File: config.mk
export PLATFORM = sky130hd
export DESIGN_NAME = uart_param_flat
export DESIGN_NICKNAME = d
export VERILOG_FILES = /design/src/rtl/uart_pkg.sv /design/src/rtl/uart_param_if.sv /design/src/rtl/uart_baud_gen.sv /design/src/rtl/uart_param.sv /design/src/flat_wrapper.sv
export SDC_FILE = /design/constraint.sdc
export NUM_CORES = 1
export LEC_CHECK = 0
export CELL_PAD_IN_SITES_DETAIL_PLACEMENT = 0
export CELL_PAD_IN_SITES_GLOBAL_PLACEMENT = 1
export CORE_ASPECT_RATIO = 0.5
export CORE_MARGIN = 10
export CORE_UTILIZATION = 40
export CTS_BUF_LIST = sky130_fd_sc_hd__clkbuf_8
export DETAILED_ROUTE_END_ITERATION = 6
export PLACE_DENSITY = 0.81
export SLEW_MARGIN = 25
export SYNTH_ARGS = -nofsm -noshare
export SYNTH_HDL_FRONTEND = slang
export SYNTH_SLANG_ARGS = --single-unit
File: constraint.sdc
create_clock -name clk -period 2.2 [get_ports clk]
set_input_delay 0.44 -clock clk [delete_from_list [all_inputs] [get_ports clk]]
set_output_delay 0.44 -clock clk [all_outputs]
set_load 0.1 [all_outputs]
File: src/rtl/uart_pkg.sv
// uart_pkg: parity encodings, TX/RX state types and the oversample counter width helper.
package uart_pkg;
    localparam logic [1:0] PAR_NONE = 2'b00;
    localparam logic [1:0] PAR_EVEN = 2'b01;
    localparam logic [1:0] PAR_ODD  = 2'b10;
    localparam logic [1:0] PAR_OFF  = 2'b11;
    typedef enum logic [2:0] {TX_IDLE, TX_START, TX_DATA, TX_PARITY, TX_STOP1, TX_STOP2} tx_state_t;
    typedef enum logic [2:0] {RX_IDLE, RX_START, RX_DATA, RX_PARITY, RX_STOP, RX_BREAK} rx_state_t;
    function automatic int os_width(input int os);
        return $clog2(os);
    endfunction
endpackage

File: src/rtl/uart_param_if.sv
// uart_param_if: host handshakes, frame configuration, serial pads and status of uart_param.
interface uart_param_if #(parameter int DATA_BITS = 8, parameter int DIV_W = 16);
    logic [DIV_W-1:0]     baud_div;
    logic [1:0]           parity_mode;
    logic                 two_stop;
    logic [DATA_BITS-1:0] tx_data;
    logic                 tx_valid;
    logic                 tx_ready;
    logic                 tx;
    logic                 rx;
    logic [DATA_BITS-1:0] rx_data;
    logic                 rx_valid;
    logic                 rx_ready;
    logic                 rx_frame_err;
    logic                 rx_parity_err;
    logic                 rx_overrun;
    logic                 err_clr;
    logic                 tx_busy;
    logic                 rx_busy;
    modport slave (
        input  baud_div, parity_mode, two_stop, tx_data, tx_valid, rx, rx_ready, err_clr,
        output tx_ready, tx, rx_data, rx_valid, rx_frame_err, rx_parity_err, rx_overrun, tx_busy, rx_busy
    );
    modport master (
        output baud_div, parity_mode, two_stop, tx_data, tx_valid, rx, rx_ready, err_clr,
        input  tx_ready, tx, rx_data, rx_valid, rx_frame_err, rx_parity_err, rx_overrun, tx_busy, rx_busy
    );
endinterface

File: src/rtl/uart_baud_gen.sv
// uart_baud_gen: prescaler emitting one tick every i_div+1 cycles, zeroed by i_restart.
module uart_baud_gen #(parameter int DIV_W = 16) (
    input  logic             clk,
    input  logic             rst_n,
    input  logic             i_restart,
    input  logic [DIV_W-1:0] i_div,
    output logic             o_tick
);
    logic [DIV_W-1:0] r_cnt;
    assign o_tick = !i_restart && (r_cnt == i_div);
    always_ff @(posedge clk)
        if (!rst_n || i_restart) r_cnt <= '0;
        else r_cnt <= o_tick ? '0 : r_cnt + 1'b1;
endmodule

File: src/rtl/uart_param.sv
// uart_param: full-duplex UART with latched per-frame config and majority-vote RX.
// Define UART_PARITY_EN to honour parity_mode; otherwise frames carry no parity bit.
module uart_param import uart_pkg::*; #(
    parameter int DATA_BITS  = 8,
    parameter int OVERSAMPLE = 16,
    parameter int DIV_W      = 16
) (
    input logic clk,
    input logic rst_n,
    uart_param_if.slave bus
);
    localparam int OW = os_width(OVERSAMPLE);
    localparam int BW = $clog2(DATA_BITS);
    localparam logic [OW-1:0] OS_LAST = OW'(OVERSAMPLE - 1);
    localparam logic [OW-1:0] S0 = OW'(OVERSAMPLE / 2 - 1);
    localparam logic [OW-1:0] S1 = OW'(OVERSAMPLE / 2);
    localparam logic [OW-1:0] S2 = OW'(OVERSAMPLE / 2 + 1);
    localparam logic [BW-1:0] LAST_BIT = BW'(DATA_BITS - 1);
`ifdef UART_PARITY_EN
    localparam bit PAR_EN = 1'b1;
`else
    localparam bit PAR_EN = 1'b0;
`endif
    tx_state_t r_tx_st, w_tx_nx;
    logic [DATA_BITS-1:0] r_tx_sh;
    logic [OW-1:0] r_tx_os;
    logic [BW-1:0] r_tx_bit;
    logic [DIV_W-1:0] r_tx_div;
    logic r_tx_par, r_tx_pen, r_tx_two;
    logic w_tx_go, w_tx_tick, w_tx_end, w_tx;
    assign w_tx_go  = (r_tx_st == TX_IDLE) && bus.tx_valid;
    assign w_tx_end = w_tx_tick && (r_tx_os == OS_LAST);
    uart_baud_gen #(.DIV_W(DIV_W)) u_tx_baud (
        .clk(clk), .rst_n(rst_n), .i_restart(w_tx_go), .i_div(r_tx_div), .o_tick(w_tx_tick)
    );
    always_ff @(posedge clk) begin
        if (!rst_n) begin
            r_tx_st  <= TX_IDLE;
            r_tx_sh  <= '0;
            r_tx_os  <= '0;
            r_tx_bit <= '0;
            r_tx_div <= '0;
            r_tx_par <= 1'b0;
            r_tx_pen <= 1'b0;
            r_tx_two <= 1'b0;
        end else begin
            r_tx_st <= w_tx_nx;
            if (w_tx_go) begin
                r_tx_sh  <= bus.tx_data;
                r_tx_par <= ^bus.tx_data ^ (bus.parity_mode == PAR_ODD);
                r_tx_pen <= PAR_EN && (bus.parity_mode == PAR_EVEN || bus.parity_mode == PAR_ODD);
                r_tx_two <= bus.two_stop;
                r_tx_div <= bus.baud_div;
                r_tx_os  <= '0;
                r_tx_bit <= '0;
            end else if (w_tx_tick) begin
                r_tx_os <= r_tx_os + 1'b1;
                if (w_tx_end && r_tx_st == TX_DATA) begin
                    r_tx_sh  <= r_tx_sh >> 1;
                    r_tx_bit <= r_tx_bit + 1'b1;
                end
            end
        end
    end
    always_comb begin
        w_tx_nx = r_tx_st;
        w_tx    = 1'b1;
        case (r_tx_st)
            TX_IDLE:   if (bus.tx_valid) w_tx_nx = TX_START;
            TX_START:  begin w_tx = 1'b0; if (w_tx_end) w_tx_nx = TX_DATA; end
            TX_DATA:   begin
                w_tx = r_tx_sh[0];
                if (w_tx_end && r_tx_bit == LAST_BIT) w_tx_nx = r_tx_pen ? TX_PARITY : TX_STOP1;
            end
            TX_PARITY: begin w_tx = r_tx_par; if (w_tx_end) w_tx_nx = TX_STOP1; end
            TX_STOP1:  if (w_tx_end) w_tx_nx = r_tx_two ? TX_STOP2 : TX_IDLE;
            TX_STOP2:  if (w_tx_end) w_tx_nx = TX_IDLE;
            default:   w_tx_nx = TX_IDLE;
        endcase
    end
    assign bus.tx       = !rst_n || w_tx;
    assign bus.tx_ready = rst_n && (r_tx_st == TX_IDLE);
    assign bus.tx_busy  = (r_tx_st != TX_IDLE);
    rx_state_t r_rx_st, w_rx_nx;
    logic r_sync1, r_sync2;
    logic [DATA_BITS-1:0] r_rx_sh, r_rx_data;
    logic [OW-1:0] r_rx_os;
    logic [BW-1:0] r_rx_bit;
    logic [DIV_W-1:0] r_rx_div;
    logic [1:0] r_vote;
    logic r_rx_pen, r_rx_odd, r_rx_bad, r_rx_valid, r_ferr, r_perr, r_ovr;
    logic w_rx_go, w_rx_tick, w_rx_end, w_samp, w_vote, w_done, w_deliver, w_accept;
    assign w_rx_go   = (r_rx_st == RX_IDLE) && !r_sync2;
    assign w_rx_end  = w_rx_tick && (r_rx_os == OS_LAST);
    assign w_samp    = w_rx_tick && (r_rx_os == S2);
    assign w_vote    = (r_vote[1] & r_vote[0]) | (r_vote[1] & r_sync2) | (r_vote[0] & r_sync2);
    assign w_done    = (r_rx_st == RX_STOP) && w_samp;
    assign w_deliver = w_done && w_vote;
    assign w_accept  = !r_rx_valid || bus.rx_ready;
    uart_baud_gen #(.DIV_W(DIV_W)) u_rx_baud (
        .clk(clk), .rst_n(rst_n), .i_restart(w_rx_go), .i_div(r_rx_div), .o_tick(w_rx_tick)
    );
    always_ff @(posedge clk) begin
        if (!rst_n) begin
            r_sync1    <= 1'b1;
            r_sync2    <= 1'b1;
            r_rx_st    <= RX_IDLE;
            r_rx_sh    <= '0;
            r_rx_data  <= '0;
            r_rx_os    <= '0;
            r_rx_bit   <= '0;
            r_rx_div   <= '0;
            r_vote     <= '0;
            r_rx_pen   <= 1'b0;
            r_rx_odd   <= 1'b0;
            r_rx_bad   <= 1'b0;
            r_rx_valid <= 1'b0;
            r_ferr     <= 1'b0;
            r_perr     <= 1'b0;
            r_ovr      <= 1'b0;
        end else begin
            r_sync1 <= bus.rx;
            r_sync2 <= r_sync1;
            r_rx_st <= w_rx_nx;
            if (w_rx_go) begin
                r_rx_os  <= '0;
                r_rx_bit <= '0;
                r_rx_pen <= PAR_EN && (bus.parity_mode == PAR_EVEN || bus.parity_mode == PAR_ODD);
                r_rx_odd <= (bus.parity_mode == PAR_ODD);
                r_rx_div <= bus.baud_div;
            end else if (w_rx_tick) begin
                r_rx_os <= r_rx_os + 1'b1;
                if (r_rx_os == S0 || r_rx_os == S1) r_vote <= {r_vote[0], r_sync2};
                if (w_samp && r_rx_st == RX_DATA) r_rx_sh <= {w_vote, r_rx_sh[DATA_BITS-1:1]};
                if (w_samp && r_rx_st == RX_PARITY) r_rx_bad <= w_vote ^ (^r_rx_sh) ^ r_rx_odd;
                if (w_rx_end && r_rx_st == RX_DATA) r_rx_bit <= r_rx_bit + 1'b1;
            end
            // A completing byte wins over a same-cycle read, and error sets win over err_clr
            r_rx_valid <= (w_deliver && w_accept) || (r_rx_valid && !bus.rx_ready);
            if (w_deliver && w_accept) r_rx_data <= r_rx_sh;
            r_ferr <= (w_done && !w_vote) || (r_ferr && !bus.err_clr);
            r_perr <= (w_deliver && r_rx_pen && r_rx_bad) || (r_perr && !bus.err_clr);
            r_ovr  <= (w_deliver && !w_accept) || (r_ovr && !bus.err_clr);
        end
    end
    always_comb begin
        w_rx_nx = r_rx_st;
        case (r_rx_st)
            RX_IDLE:   if (!r_sync2) w_rx_nx = RX_START;
            RX_START:  if (w_samp && w_vote) w_rx_nx = RX_IDLE;
                       else if (w_rx_end) w_rx_nx = RX_DATA;
            RX_DATA:   if (w_rx_end && r_rx_bit == LAST_BIT) w_rx_nx = r_rx_pen ? RX_PARITY : RX_STOP;
            RX_PARITY: if (w_rx_end) w_rx_nx = RX_STOP;
            RX_STOP:   if (w_samp) w_rx_nx = w_vote ? RX_IDLE : RX_BREAK;
            RX_BREAK:  if (r_sync2) w_rx_nx = RX_IDLE;
            default:   w_rx_nx = RX_IDLE;
        endcase
    end
    assign bus.rx_data       = r_rx_data;
    assign bus.rx_valid      = r_rx_valid;
    assign bus.rx_frame_err  = r_ferr;
    assign bus.rx_parity_err = PAR_EN && r_perr;
    assign bus.rx_overrun    = r_ovr;
    assign bus.rx_busy       = (r_rx_st != RX_IDLE);
endmodule
File: src/flat_wrapper.sv
// flat-port wrapper written by rule: the top's interface ports become plain ports
module uart_param_flat import uart_pkg::*;
#(
    parameter int DATA_BITS  = 8,
    parameter int OVERSAMPLE = 16,
    parameter int DIV_W      = 16
)
  (clk, rst_n, bus_baud_div, bus_parity_mode, bus_two_stop, bus_tx_data, bus_tx_valid, bus_rx, bus_rx_ready, bus_err_clr, bus_tx_ready, bus_tx, bus_rx_data, bus_rx_valid, bus_rx_frame_err, bus_rx_parity_err, bus_rx_overrun, bus_tx_busy, bus_rx_busy);
  uart_param_if #(.DATA_BITS(DATA_BITS), .DIV_W(DIV_W)) bus_i ();
  input logic clk;
  input logic rst_n;
  input wire logic [$bits(bus_i.baud_div)-1:0] bus_baud_div;
  input wire logic [$bits(bus_i.parity_mode)-1:0] bus_parity_mode;
  input wire logic [$bits(bus_i.two_stop)-1:0] bus_two_stop;
  input wire logic [$bits(bus_i.tx_data)-1:0] bus_tx_data;
  input wire logic [$bits(bus_i.tx_valid)-1:0] bus_tx_valid;
  input wire logic [$bits(bus_i.rx)-1:0] bus_rx;
  input wire logic [$bits(bus_i.rx_ready)-1:0] bus_rx_ready;
  input wire logic [$bits(bus_i.err_clr)-1:0] bus_err_clr;
  output wire logic [$bits(bus_i.tx_ready)-1:0] bus_tx_ready;
  output wire logic [$bits(bus_i.tx)-1:0] bus_tx;
  output wire logic [$bits(bus_i.rx_data)-1:0] bus_rx_data;
  output wire logic [$bits(bus_i.rx_valid)-1:0] bus_rx_valid;
  output wire logic [$bits(bus_i.rx_frame_err)-1:0] bus_rx_frame_err;
  output wire logic [$bits(bus_i.rx_parity_err)-1:0] bus_rx_parity_err;
  output wire logic [$bits(bus_i.rx_overrun)-1:0] bus_rx_overrun;
  output wire logic [$bits(bus_i.tx_busy)-1:0] bus_tx_busy;
  output wire logic [$bits(bus_i.rx_busy)-1:0] bus_rx_busy;
  assign bus_i.baud_div = bus_baud_div;
  assign bus_i.parity_mode = bus_parity_mode;
  assign bus_i.two_stop = bus_two_stop;
  assign bus_i.tx_data = bus_tx_data;
  assign bus_i.tx_valid = bus_tx_valid;
  assign bus_i.rx = bus_rx;
  assign bus_i.rx_ready = bus_rx_ready;
  assign bus_i.err_clr = bus_err_clr;
  assign bus_tx_ready = bus_i.tx_ready;
  assign bus_tx = bus_i.tx;
  assign bus_rx_data = bus_i.rx_data;
  assign bus_rx_valid = bus_i.rx_valid;
  assign bus_rx_frame_err = bus_i.rx_frame_err;
  assign bus_rx_parity_err = bus_i.rx_parity_err;
  assign bus_rx_overrun = bus_i.rx_overrun;
  assign bus_tx_busy = bus_i.tx_busy;
  assign bus_rx_busy = bus_i.rx_busy;
  uart_param #(.DATA_BITS(DATA_BITS), .OVERSAMPLE(OVERSAMPLE), .DIV_W(DIV_W)) u_core (.clk(clk), .rst_n(rst_n), .bus(bus_i));
endmodule
## Word-level counts from Yosys, hierarchy flattened

Cells that the tools add are included.

| storage, ports and cells | value |
|---|---|
| bits in registers | 117 |

| operators by class | value |
|---|---|
| reduce and logical (&&, ||, !) cells | 57 |
| equal/unequal tests | 32 |
| multiplexer cells | 21 |
| add/sub/neg operators | 6 |
| bitwise gates (word level) | 8 |

Operator list:

| kind | count |
|---|---|
| $mux W3 | 15 |
| $pmux W3 S6 | 2 |
| $add A16 B1 Y16 const B | 2 |
| $eq A16 B16 Y1 | 2 |
| $mux W8 | 3 |
| $logic_and A1 B1 Y1 | 22 |
| $eq A3 B3 Y1 const B | 6 |
| $eq A4 B4 Y1 const B | 4 |
| $ne A2 B1 Y1 const B | 7 |
| $eq A3 B2 Y1 const B | 4 |
| $reduce_and A6 Y1 | 2 |
| $logic_not A1 Y1 | 9 |
| $add A4 B1 Y4 const B | 2 |
| $logic_or A1 B1 Y1 | 8 |
| $ne A2 B2 Y1 const B | 4 |
| $reduce_or A2 Y1 | 4 |
| $reduce_xor A8 Y1 | 1 |
| $add A3 B1 Y3 const B | 2 |
| $eq A3 B1 Y1 const B | 2 |
| $logic_not A3 Y1 | 2 |
| $reduce_and A2 Y1 | 3 |
| $reduce_and A3 Y1 | 2 |
| $reduce_bool A3 Y1 | 2 |
| $eq A4 B3 Y1 const B | 1 |
| 8 further kinds | 13 |

## Depth between registers and ports, before layout

Gate-level depths: netlist (run 1).

| logic depth | value |
|---|---|
| depth in word-level cells | 9 |
| mapped depth | 9 |
| depth with buffers taken out | 7 |

## By module

Synthesis (run 1) repeated with hierarchy kept, for this count alone.

| second synthesis, totals | value |
|---|---|
| cell total of the unflattened synthesis | 597 |
| area, all modules | 5,372.7 um^2 |

By module, submodules not included:

| module | cells each | area an instance (um^2) | sequential area each (um^2) | times used |
|---|---|---|---|---|
| uart_param | 405 | 3,673.5 | 1,701.6 | 1 |
| uart_baud_gen | 96 | 849.6 | 320.3 | 2 |

## Worst setup path after synthesis (run 1)

No wires, ideal clock.

| timing path | value |
|---|---|
| kind | input -> output |
| from | input port rst_n |
| to | output port bus_tx_ready |
| arrival time | 2.462 ns |
| setup slack | -0.702 ns |
| stages on the path | 5 |
| path through | clkbuf_1 inv_1 clkbuf_1 buf_1 nor2_1 |

| between the ends | value |
|---|---|
| cells in the longest elaborated chain, start to end | 1 |

Ends and longest elaborated chain:

| what | RTL line | source |
|---|---|---|
| start: declaration | flat_wrapper.sv:11 | `input logic rst_n;` |
| $logic_and A1 B1 Y1 | uart_param.sv:82 | `assign bus.tx_ready = rst_n && (r_tx_st == TX_IDLE);` |
| end: declaration | flat_wrapper.sv:20 | `output wire logic [$bits(bus_i.tx_ready)-1:0] bus_tx_ready;` |

No other way between the ends.

## Final worst setup path (run 1)

| timing path | value |
|---|---|
| from | register u_core.r_tx_st[1] |
| to | output port bus_tx_ready |

| between the ends | value |
|---|---|
| cells in the longest elaborated chain, start to end | 2 |

Ends and longest elaborated chain:

| what | RTL line | source |
|---|---|---|
| start: declaration | uart_param.sv:24 | `tx_state_t r_tx_st, w_tx_nx;` |
| start signal: assignment | uart_param.sv:47 | `r_tx_st <= w_tx_nx;` |
| $logic_not A3 Y1 | uart_param.sv:82 |  |
| $logic_and A1 B1 Y1 | uart_param.sv:82 |  |

No other way between the ends.

==> results of run 1 <==
cells in the mapped netlist (2+ instances only):
library cell	n
dfxtp_1	117
nand2_1	97
a21oi_1	68
nor2_1	54
xor2_1	49
nand3_1	37
o21ai_0	32
clkbuf_1	28
xnor2_1	20
nor4_1	15
nand4_1	13
and3_1	11
ha_1	10
inv_1	10
buf_2	8
a211oi_1	7
nand2b_1	7
mux2i_1	6
o31ai_1	6
and4_1	5
and2_1	4
nand3b_1	4
nor2b_1	4
nor3_1	4
nor3b_1	4
or3_1	4
or4_1	4
a31oi_1	3
buf_1	3
o211ai_1	2
o21a_1	2
area by class of cell:
cell class	instances	area [sq um]
inverters	10	37.5
clock inverters	7	33.8
well taps	170	213
repair buffers	64	598
multi-input cells	485	2820
clock buffers	21	289
flip-flops and latches	117	2340
fillers	1252	6550
routing by layer:
| layer | up-vias | part of all wire |
|---|---|---|
| li1 | 2333 | - |
| met1 | 2045 | 0.50 |
| met2 | 67 | 0.45 |
| met3 | 16 | 0.033 |
| met4 | 0 | 0.015 |
| met5 | - | 0 |
power by group:
group	switching, W	internal [W]
logic	0.000794	0.000451
registers	0.000131	0.00226
clock network	0.000819	0.000856
flip-flops by register name (all words and copies together) (netlist names), 2 cells and up:
register and flops:
u_core.r_tx_st 3, u_core.r_rx_sh 8, u_core.r_vote 2, u_core.r_rx_st 3, u_core.r_rx_os 4, u_core.r_rx_bit 3, u_core.r_tx_sh 8, u_core.r_tx_div 16
u_core.r_tx_os 4, u_core.u_tx_baud.r_cnt 16, u_core.u_rx_baud.r_cnt 16, u_core.r_tx_bit 3, u_core.r_rx_div 16, u_core.bus.rx_data 8
worst max-delay path, stage by stage, from the launching register on:
cell and delay [ns]:
dfxtp_1 0.42, nor3_1 0.29, inv_1 0.15, nor2_2 0.15, buf_12 0.19
cell families (layout without fill, tap and decap cells):
group	after synthesis	count (layout)	share of synthesized area
compound gates	128	128	0.134
buf+inv	51	102	0.0385
other cells	1	1	0.000699
fa+ha+maj	11	11	0.0252
flops	117	117	0.437
mux	6	6	0.0112
xor+xnor	69	69	0.113
simple gates	270	270	0.241
what timing repair did:
action                                  CTS  global route
setup buffers                             0             0
gates resized for setup                   0             1
endpoints found under the hold margin     0             0
endpoints found under the setup margin    0             1
worst min path at each step:
| stage | end |
|---|---|
| 2_1_floorplan | u_core.r_sync2 |
| 3_3_place_gp | u_core.r_sync2 |
| 3_5_place_dp | u_core.r_sync2 |
| 4_1_cts | u_core.r_sync2 |
| 5_1_grt | u_core.r_sync2 |
| 6_report | u_core.r_sync2 |
metrics by stage:
stage               total power [W]  worst slack (ns)
floorplan                   0.00328            -0.248
global placement            0.00367             0.268
detailed placement          0.00368             0.194
CTS                         0.00537             0.109
global route                0.00560           0.00181
finish                      0.00531             0.132
==> metrics.cfg, run 1 <==
[place]
gp_congestion=0.799
dpl_cell_area_sq_um=6010
dp.cells=846
io_buffers=47
dp_hpwl_microns=8630

[floorplanning]
rows=29
fp.dieW_microns=184
initial_core_util=0.416
die_h_microns=102
dieArea_sq_um=18700
ios=49
core_sq_um=12900

[setup_path]
crit_path_end_kind=output pin
crit_start=u_core.r_tx_st[1]
worst-setup-path-type=reg -> out
reg2reg_slack_ns=0.16
r2r-end=u_core.bus.rx_frame_err
crit_end=bus_tx_ready
cp_max_fo=13
critPathRequiredTime_ns=1.76
critPathLaunchType=flip-flop
r2r_cells=6
r2r-start=u_core.u_rx_baud.r_cnt[2]
cp.arrival_ns=1.63

[logic_synthesis]
synth_top_area_frac=0.437
yosysTopAreaCell=dfxtp_1
ys.flop_type=dfxtp_1
postSynthAreaPerCell_sq_um=8.21
synth_edf_count=0
postSynthCellCount=653
ys_ff_latch=117
async_reset_ff_frac=0
synth_cell_types=46
yosysSeqAreaShare=0.437
synth_warnings=0
ys_top_cells_by_area=dfxtp_1 44%, xor2_1 8.0%, nand2_1 6.8%, a21oi_1 6.3%, nor2_1 3.8%
syn_nets=696
synth_area_sq_um=5360

[grt]
grt_usage=0.134
overflow=0
grt_use_met1=0.173
grt_pass1_wl_microns=20600
grt_pass1_vias=4257
antenna_found_initial=0
top_usage_layer=met2
met2_usage=0.214
use_met3=0.0297
grt_max_degree=36

[timing]
finalCritPeriodShare=0.940
final.setup_skew_ns=0.0101
final_max_slew_viol_count=0
period_minus_slack_ns=2.07
finalSetupTns_ns=0
whs_ns=0.403
setup_viol=0
rsz0062_at_grt=false
worst_slew_pin_slew_ns=0.528
hold_viol=0
fmaxAchievable_mhz=484
slew_headroom=0.648

[cts]
cts_max_path_buffers=2
root_buffer=clkbuf_8
h-tree-depth=4
ctsHoldBuffers=0
clock-sinks=117
clk_latency_ns=0.43
cts.clk_slew.worst_paths_ns=0.07
cts_made_buffers=17
tritoncts=done

[final_layout]
finalInstanceArea_sq_um=6330
layout_common_cells=117 x dfxtp_1, 97 x nand2_1, 68 x a21oi_1
nets=738
area_growth_pct=18.2
antennaDiodeCount=0
drive_above_1_share=0.0895
utilization=0.492
final_common_cell=dfxtp_1
final_cells=874

[detailed_routing]
avgRoutedWirePerCell_microns=14.0
ant_nets=0
drt-vias-per-instance=5.10
drt_wl_total_microns=12300
post-route-drc-count=0
drt_pre_antenna_iters=5
num_vias=4461
drtIter0Drc=254

[pwr]
leakagePower_nw=2.49
peakVddDrop_v=0.000439
power.density_nw_per_um2=838

[status]
outcome=finished, final reports clean

[hold_path]
hold_depth=1
hp-class=reg -> reg
min_from=u_core.r_sync1

[flow_run]
max_cap_viol_count=0

No activity file was read; power rests on OpenSTA's default activity.
==> run 2: changes to the inputs <==
--- a/config.mk
+++ b/config.mk
@@ -11,8 +11,10 @@
 export CORE_MARGIN = 10
 export CORE_UTILIZATION = 40
 export CTS_BUF_LIST = sky130_fd_sc_hd__clkbuf_8
+export CTS_CLUSTER_SIZE = 12
 export DETAILED_ROUTE_END_ITERATION = 6
 export PLACE_DENSITY = 0.81
+export SKIP_LAST_GASP = 1
 export SLEW_MARGIN = 25
 export SYNTH_ARGS = -nofsm -noshare
 export SYNTH_HDL_FRONTEND = slang
==> results of run 2 <==
Same layout as run 1: the final DEF is identical, and so are final timing and power.
